==> src/rtl/cnt_ctrl_if.sv <==
// Command handshake between an upstream sequencer and cnt_ctrl; valid/ready, payload held while ready is low.
interface cnt_ctrl_if #(
  parameter int WIDTH = 5
);
  logic             cmd_valid;
  logic             cmd_ready;
  logic [1:0]       cmd_op;
  logic [WIDTH-1:0] cmd_data;

  modport master (
    output cmd_valid,
    output cmd_op,
    output cmd_data,
    input  cmd_ready
  );

  modport slave (
    input  cmd_valid,
    input  cmd_op,
    input  cmd_data,
    output cmd_ready
  );
endinterface

==> src/rtl/cnt_ctrl.sv <==
// Counter controller: CLEAR/LOAD take 3 cycles accept-to-accept, RUN N takes N+2; ready only in IDLE, upstream holds the command.
// Optional CNT_CTRL_WRAP_GUARD_EN stops a RUN before cnt_shadow would wrap past all-ones and flags sat.
module cnt_ctrl #(
  parameter int WIDTH = 5
) (
  input  logic             clk,
  input  logic             rst_n,
  cnt_ctrl_if.slave        cmd,
  input  logic             abort,
  output logic             load,
  output logic             enab,
  output logic [WIDTH-1:0] cnt_in,
  output logic [WIDTH-1:0] cnt_shadow,
  output logic             done,
  output logic [WIDTH-1:0] steps,
  output logic             aborted,
  output logic             sat
);

  typedef enum logic [1:0] {
    S_IDLE,
    S_LOAD,
    S_RUN,
    S_DONE
  } state_t;

  localparam logic [1:0]       OP_CLEAR = 2'b00;
  localparam logic [1:0]       OP_LOAD  = 2'b01;
  localparam logic [1:0]       OP_RUN   = 2'b10;
  localparam logic [WIDTH-1:0] ONE      = WIDTH'(1);

  state_t           state;
  logic [WIDTH-1:0] remaining;
  logic [WIDTH-1:0] shadow_inc;

  assign shadow_inc    = cnt_shadow + ONE;

  assign cmd.cmd_ready = (state == S_IDLE);
  assign load          = (state == S_LOAD);
  assign enab          = (state == S_RUN);
  assign done          = (state == S_DONE);

`ifdef CNT_CTRL_WRAP_GUARD_EN
  localparam logic [WIDTH-1:0] ALL_ONES = '1;
  logic sat_q;
  assign sat = sat_q;
`else
  assign sat = 1'b0;
`endif

  always_ff @(posedge clk or negedge rst_n) begin
    if (!rst_n) begin
      state      <= S_IDLE;
      cnt_in     <= '0;
      cnt_shadow <= '0;
      steps      <= '0;
      remaining  <= '0;
      aborted    <= 1'b0;
`ifdef CNT_CTRL_WRAP_GUARD_EN
      sat_q      <= 1'b0;
`endif
    end else begin
      case (state)
        S_IDLE: begin
          if (cmd.cmd_valid) begin
            case (cmd.cmd_op)
              OP_CLEAR: begin
                cnt_in <= '0;
                state  <= S_LOAD;
              end
              OP_LOAD: begin
                cnt_in <= cmd.cmd_data;
                state  <= S_LOAD;
              end
              OP_RUN: begin
                remaining <= cmd.cmd_data;
                steps     <= '0;
                aborted   <= 1'b0;
`ifdef CNT_CTRL_WRAP_GUARD_EN
                sat_q     <= 1'b0;
                // Already at all-ones: any enab would wrap, so refuse the run.
                if (cnt_shadow == ALL_ONES) begin
                  sat_q <= 1'b1;
                  state <= S_DONE;
                end else
`endif
                if (cmd.cmd_data == '0) begin
                  state <= S_DONE;
                end else begin
                  state <= S_RUN;
                end
              end
              default: state <= S_DONE;
            endcase
          end
        end

        S_LOAD: begin
          cnt_shadow <= cnt_in;
          state      <= S_DONE;
        end

        S_RUN: begin
          cnt_shadow <= shadow_inc;
          remaining  <= remaining - ONE;
          steps      <= steps + ONE;
          // Abort is only "early" if more enab cycles were still owed.
          if (abort) begin
            aborted <= (remaining > ONE);
            state   <= S_DONE;
          end
`ifdef CNT_CTRL_WRAP_GUARD_EN
          else if ((shadow_inc == ALL_ONES) && (remaining > ONE)) begin
            sat_q <= 1'b1;
            state <= S_DONE;
          end
`endif
          else if (remaining == ONE) begin
            state <= S_DONE;
          end
        end

        S_DONE: state <= S_IDLE;
      endcase
    end
  end

endmodule
==> src/flat_wrapper.sv <==
// flat-port wrapper written by rule: the top's interface ports become plain ports
module cnt_ctrl_flat 
#(
  parameter int WIDTH = 5
)
  (clk, rst_n, abort, load, enab, cnt_in, cnt_shadow, done, steps, aborted, sat, cmd_cmd_valid, cmd_cmd_op, cmd_cmd_data, cmd_cmd_ready);
  cnt_ctrl_if #(.WIDTH(WIDTH)) cmd_i ();
  input  logic clk;
  input  logic rst_n;
  input  logic abort;
  output logic load;
  output logic enab;
  output logic [WIDTH-1:0] cnt_in;
  output logic [WIDTH-1:0] cnt_shadow;
  output logic done;
  output logic [WIDTH-1:0] steps;
  output logic aborted;
  output logic sat;
  input wire logic [$bits(cmd_i.cmd_valid)-1:0] cmd_cmd_valid;
  input wire logic [$bits(cmd_i.cmd_op)-1:0] cmd_cmd_op;
  input wire logic [$bits(cmd_i.cmd_data)-1:0] cmd_cmd_data;
  output wire logic [$bits(cmd_i.cmd_ready)-1:0] cmd_cmd_ready;
  assign cmd_i.cmd_valid = cmd_cmd_valid;
  assign cmd_i.cmd_op = cmd_cmd_op;
  assign cmd_i.cmd_data = cmd_cmd_data;
  assign cmd_cmd_ready = cmd_i.cmd_ready;
  cnt_ctrl #(.WIDTH(WIDTH)) u_core (.clk(clk), .rst_n(rst_n), .cmd(cmd_i), .abort(abort), .load(load), .enab(enab), .cnt_in(cnt_in), .cnt_shadow(cnt_shadow), .done(done), .steps(steps), .aborted(aborted), .sat(sat));
endmodule
==> config.mk <==
export PLATFORM = sky130hd
export DESIGN_NAME = cnt_ctrl_flat
export DESIGN_NICKNAME = d
export VERILOG_FILES = /design/src/rtl/cnt_ctrl_if.sv /design/src/rtl/cnt_ctrl.sv /design/src/flat_wrapper.sv
export SDC_FILE = /design/constraint.sdc
export NUM_CORES = 1
export LEC_CHECK = 0
export BUFFER_PORTS_ARGS = -buffer_cell sky130_fd_sc_hd__clkbuf_2
export CAP_MARGIN = 10
export CORE_MARGIN = 10
export CORE_UTILIZATION = 47
export CTS_BUF_LIST = sky130_fd_sc_hd__clkbuf_16
export CTS_CLUSTER_SIZE = 14
export DETAILED_ROUTE_END_ITERATION = 12
export GPL_TIMING_DRIVEN = 0
export PLACE_DENSITY = 0.74
export SYNTH_ARGS = -nofsm -noshare
export SYNTH_HDL_FRONTEND = slang
export SYNTH_SLANG_ARGS = --single-unit
==> constraint.sdc <==
create_clock -name clk -period 1.7 [get_ports clk]
set_input_delay 0.085 -clock clk [delete_from_list [all_inputs] [get_ports clk]]
set_output_delay 0.085 -clock clk [all_outputs]
set_load 0.005 [all_outputs]
==> metrics.md <==
| Metric | Value |
|---|---|
| Final net count | `221` |
| Grt ovf | `0` |
| First-pass GRT wire length | `between 5000 and 6000 um` |
| Hold_sp | `abort` |
| Status | `finished, final reports clean` |
| Layout Cells excl Fill | `231` |
| FILL cells | `226` |
| Power consumption | `about 3.5 mW` |
| # diodes | `0` |
| Worst path cell trace | `inv_2 -> ha_4 -> nand2_4 -> o22a_1 -> buf_6 -> or4_4 -> nand3_2` |
| Hold Path Depth | `3` |
| Clock tree buffer depth | `2` |
| Seq pwr share | `0.316` |
| Routed Antenna Nets | `0` |
| Mean Syn Cell Area | `8.495 um^2` |
| Register clock-pin slew on the reported worst setup and hold paths | `0.06 ns` |
| Slew Viols, Final | `0` |
| Post-Route Utilization | `0.6403` |
| H-tree Lvls | `1` |
| Fin Hold WS | `a little over 0.08 ns` |
| Setup Crit Path Kind | `reg -> reg` |
| Post-synth EDFFs | `0` |
| Register area share after synthesis | `0.4315` |
| Comb pwr share | `0.535` |
| Count of final setup violators | `0` |
| DIE HEIGHT | `73.27 um` |
| Final hold vios | `0` |
| R2r setup slk | `about 0.015 ns` |
| Internal power | `2.017 mW` |
| Clock sinks | `23` |
| DP Worst Slack | `-0.1586 ns` |
| Multi-input logic area | `745.7 um^2` |
| Main synth FF type | `dfrtp_1` |
| Synthesized area | `1334 um^2` |
| Clock power frac | `0.148` |
| 1st-pass router iterations | `4` |
| Lkg Pwr | `0.8666 nW` |
| Synth-to-Final Area Change | `31.24%` |
| Required time of the critical path | `~1.9 ns` |
| DIE WIDTH | `73.27 um` |
| R2R cell count | `7` |
| Cts bufs inserted | `3` |
| Hold path endpoint | `u_core.aborted$_DFFE_PN0P_` |
| Worst vdd ir | `1.200 mV` |
| Number of vias per cell | `5.502` |
| Final Cycle Share | `0.9910` |
| Slowest cell on the critical path | `or4_4` |
| Worst Skew | `0.003897 ns` |
| Placed wire-length estimate | `2551 um` |
| Share of layout cells above drive strength 1 | `0.3200` |
| Max cap viols | `0` |
| PD cells | `1984 nW/um^2` |
| I/O pin count | `32` |
| Worst skew pair latency | `0.26 ns` |
| Core footprint | `2734 um^2` |
| Syn Inst Count | `157` |
| Placer Congestion | `0.9057` |
| WP buf/inv | `2` |
| RR Startpoint | `u_core.state[1]$_DFFE_PN0P_` |
| #FFs+latches synth | `23` |
| Initial antenna violation count | `0` |
| Via count | `1271` |
| Fmax achieved | `0.5936 GHz` |
| Critical path arrival | `1.88 ns` |
| Drt initial violations | `47` |
| Final wirelength | `3565 um` |
| Port Buf Inserts | `30` |
| Fraction of registers with async set/reset | `1.000` |
| Register area | `576.8 um^2` |
| Clock root cell | `clkbuf_16` |
| Clock period minus final worst setup slack | `around 1.7 ns` |
| Cell Rows | `19` |
| Yosys warns | `0` |
| Vias in the first global route | `approximately 1400` |
| CTS tree | `built` |
| Largest net degree at the start of global routing | `24` |
| CP startpoint kind | `flip-flop` |
| HP Class | `in -> reg` |
| Critical path endpoint category | `flip-flop` |
| Top Family by Delay on Critical Path | `simple AND/OR/NAND/NOR gates` |
| RSZ-0062 raised after global routing | `true` |
| Die Area | `5368 um^2` |
| Crit-path max FO | `7` |
| Worst R2R End | `u_core.steps[3]$_DFFE_PN0P_` |
| DR WL/cell | `between 15 and 20 um` |
| Dpl cells | `218` |
| Initial Utilization | `0.4879` |
| GR Util All Layers | `0.1377` |
| Relative slew slack | `0.6114` |
| Synth Net Count | `between 150 and 200` |
| Switching pwr | `1.455 mW` |
| Synth cell types | `30` |
| Worst path max stage delay | `0.48 ns` |
| # DRC | `0` |
| Worst-Margin Slew | `just under 0.6 ns` |
| CP Launch Point | `u_core.state[1]$_DFFE_PN0P_` |
| Switch share | `0.4191` |
| Final worst setup slack | `0.01538 ns` |
==> cell usage after synthesis (2+ instances only) <==
cell type,count,area share
o211ai_1,2,0.011
nand2_1,35,0.099
or4_1,3,0.017
nand4_1,2,0.0094
a211o_1,2,0.013
nor2_1,8,0.023
clkbuf_1,5,0.014
dfrtp_1,23,0.43
nor3_1,2,0.0075
o21ai_0,12,0.045
ha_1,9,0.084
buf_4,2,0.011
nand3b_1,3,0.017
nand3_1,13,0.049
inv_1,5,0.014
a21oi_1,12,0.045
mux2_1,2,0.017
nand2b_1,3,0.014
o22ai_1,3,0.014
==> flip-flops by register name, summed over array words and instances (netlist names) <==
| name | count |
|---|---|
| u_core.state | 2 |
| u_core.cnt_shadow | 5 |
| u_core.steps | 5 |
| u_core.remaining | 5 |
| u_core.cnt_in | 5 |
| u_core.aborted | 1 |
==> power by group through the flow <==
stage | registers (mW) | clock network (mW) | logic [mW]
floorplan | 1.07 | 0 | 1.08
global placement | 1.08 | 0 | 1.55
finish | 1.10 | 0.515 | 1.86
CTS | 1.10 | 0.522 | 1.75
global route | 1.15 | 0.540 | 2.10
detailed placement | 1.11 | 0 | 1.61
==> metrics by stage <==
step	TNS [ns]	instance area (um^2)
final	0	1750
after global routing	-0.03834	1750
after CTS	0	1685
after detailed placement	-0.9168	1541
after global placement	-0.4446	1541
after floorplan	0	1353
==> worst reg2reg max path, stage by stage (launching register included) <==
cell and delay, ns:
dfrtp_2 0.44, inv_2 0.09, ha_4 0.17, nand2_4 0.05, o22a_1 0.18, buf_6 0.13
or4_4 0.48, nand3_2 0.07
==> logic make-up after synthesis <==
group                    count (synthesis)  synth area share
AO/OA/AOI/OAI                           33            0.1417
AND/OR/NAND/NOR                         73            0.2608
multiplexers                             3           0.02439
adder cells (fa/ha/maj)                  9           0.08443
buffers and inverters                   15           0.05440
other                                    1          0.002812
flip-flops                              23            0.4315
==> final cells by class <==
| type | instances | share of cell area |
|---|---|---|
| buffer | 8 | 0.02645 |
| clock buffer | 3 | 0.04289 |
| clock inverter | 1 | 0.002859 |
| inverter | 6 | 0.01287 |
| multi-input combinational | 119 | 0.4260 |
| sequential | 23 | 0.3295 |
| tap | 31 | 0.02216 |
| timing repair buffer | 40 | 0.1372 |
==> cells in the final DEF, fill, tap and decap left out, drive strengths merged <==
| cell type | instances |
|---|---|
| mux2 | 2 |
| clkbuf | 38 |
| conb | 1 |
| dlygate4sd3 | 1 |
| nor4 | 1 |
| clkinv | 1 |
| or2 | 1 |
| a211o | 2 |
| dfrtp | 23 |
| a21oi | 12 |
| a22o | 1 |
| buf | 12 |
| nand4 | 2 |
| o211ai | 2 |
| o22a | 1 |
| nand3b | 3 |
| nand2 | 35 |
| or4 | 3 |
| nor3 | 2 |
| nor2 | 8 |
| nand2b | 4 |
| inv | 6 |
| o21ai | 12 |
| ha | 9 |
| nand4b | 1 |
| mux2i | 1 |
| nand3 | 13 |
| o22ai | 3 |
==> timing repair <==
| item | CTS | global route |
|---|---|---|
| pin swaps | 0 | 6 |
| resized for setup | 5 | 13 |
| endpoints found under the hold margin | 23 | 0 |
| endpoints found under the setup margin | 10 | 11 |
| hold buffers | 1 | 0 |
| buffers inserted | 6 | 3 |
==> per-layer routing <==
layer,vias up,GRT usage,wire (um)
met5,-,0,0
met4,0,0.06751,57
met3,8,0.03903,210
met2,29,0.2493,1847
met1,606,0.1405,1449
li1,628,-,-
==> how the worst max path moves through the flow <==
stage	to	slack, ns	depth (start not counted)
finish	u_core.steps[3]$_DFFE_PN0P_	0.02	7
floorplan	u_core.steps[3]$_DFFE_PN0P_	0.003	7
CTS	u_core.steps[4]$_DFFE_PN0P_	0.007	7
detailed placement	u_core.remaining[0]$_DFFE_PN0P_	-0.16	8
global placement	u_core.remaining[0]$_DFFE_PN0P_	-0.09	8
global route	u_core.steps[3]$_DFFE_PN0P_	-0.04	7
(Power assumes the default switching activity.)
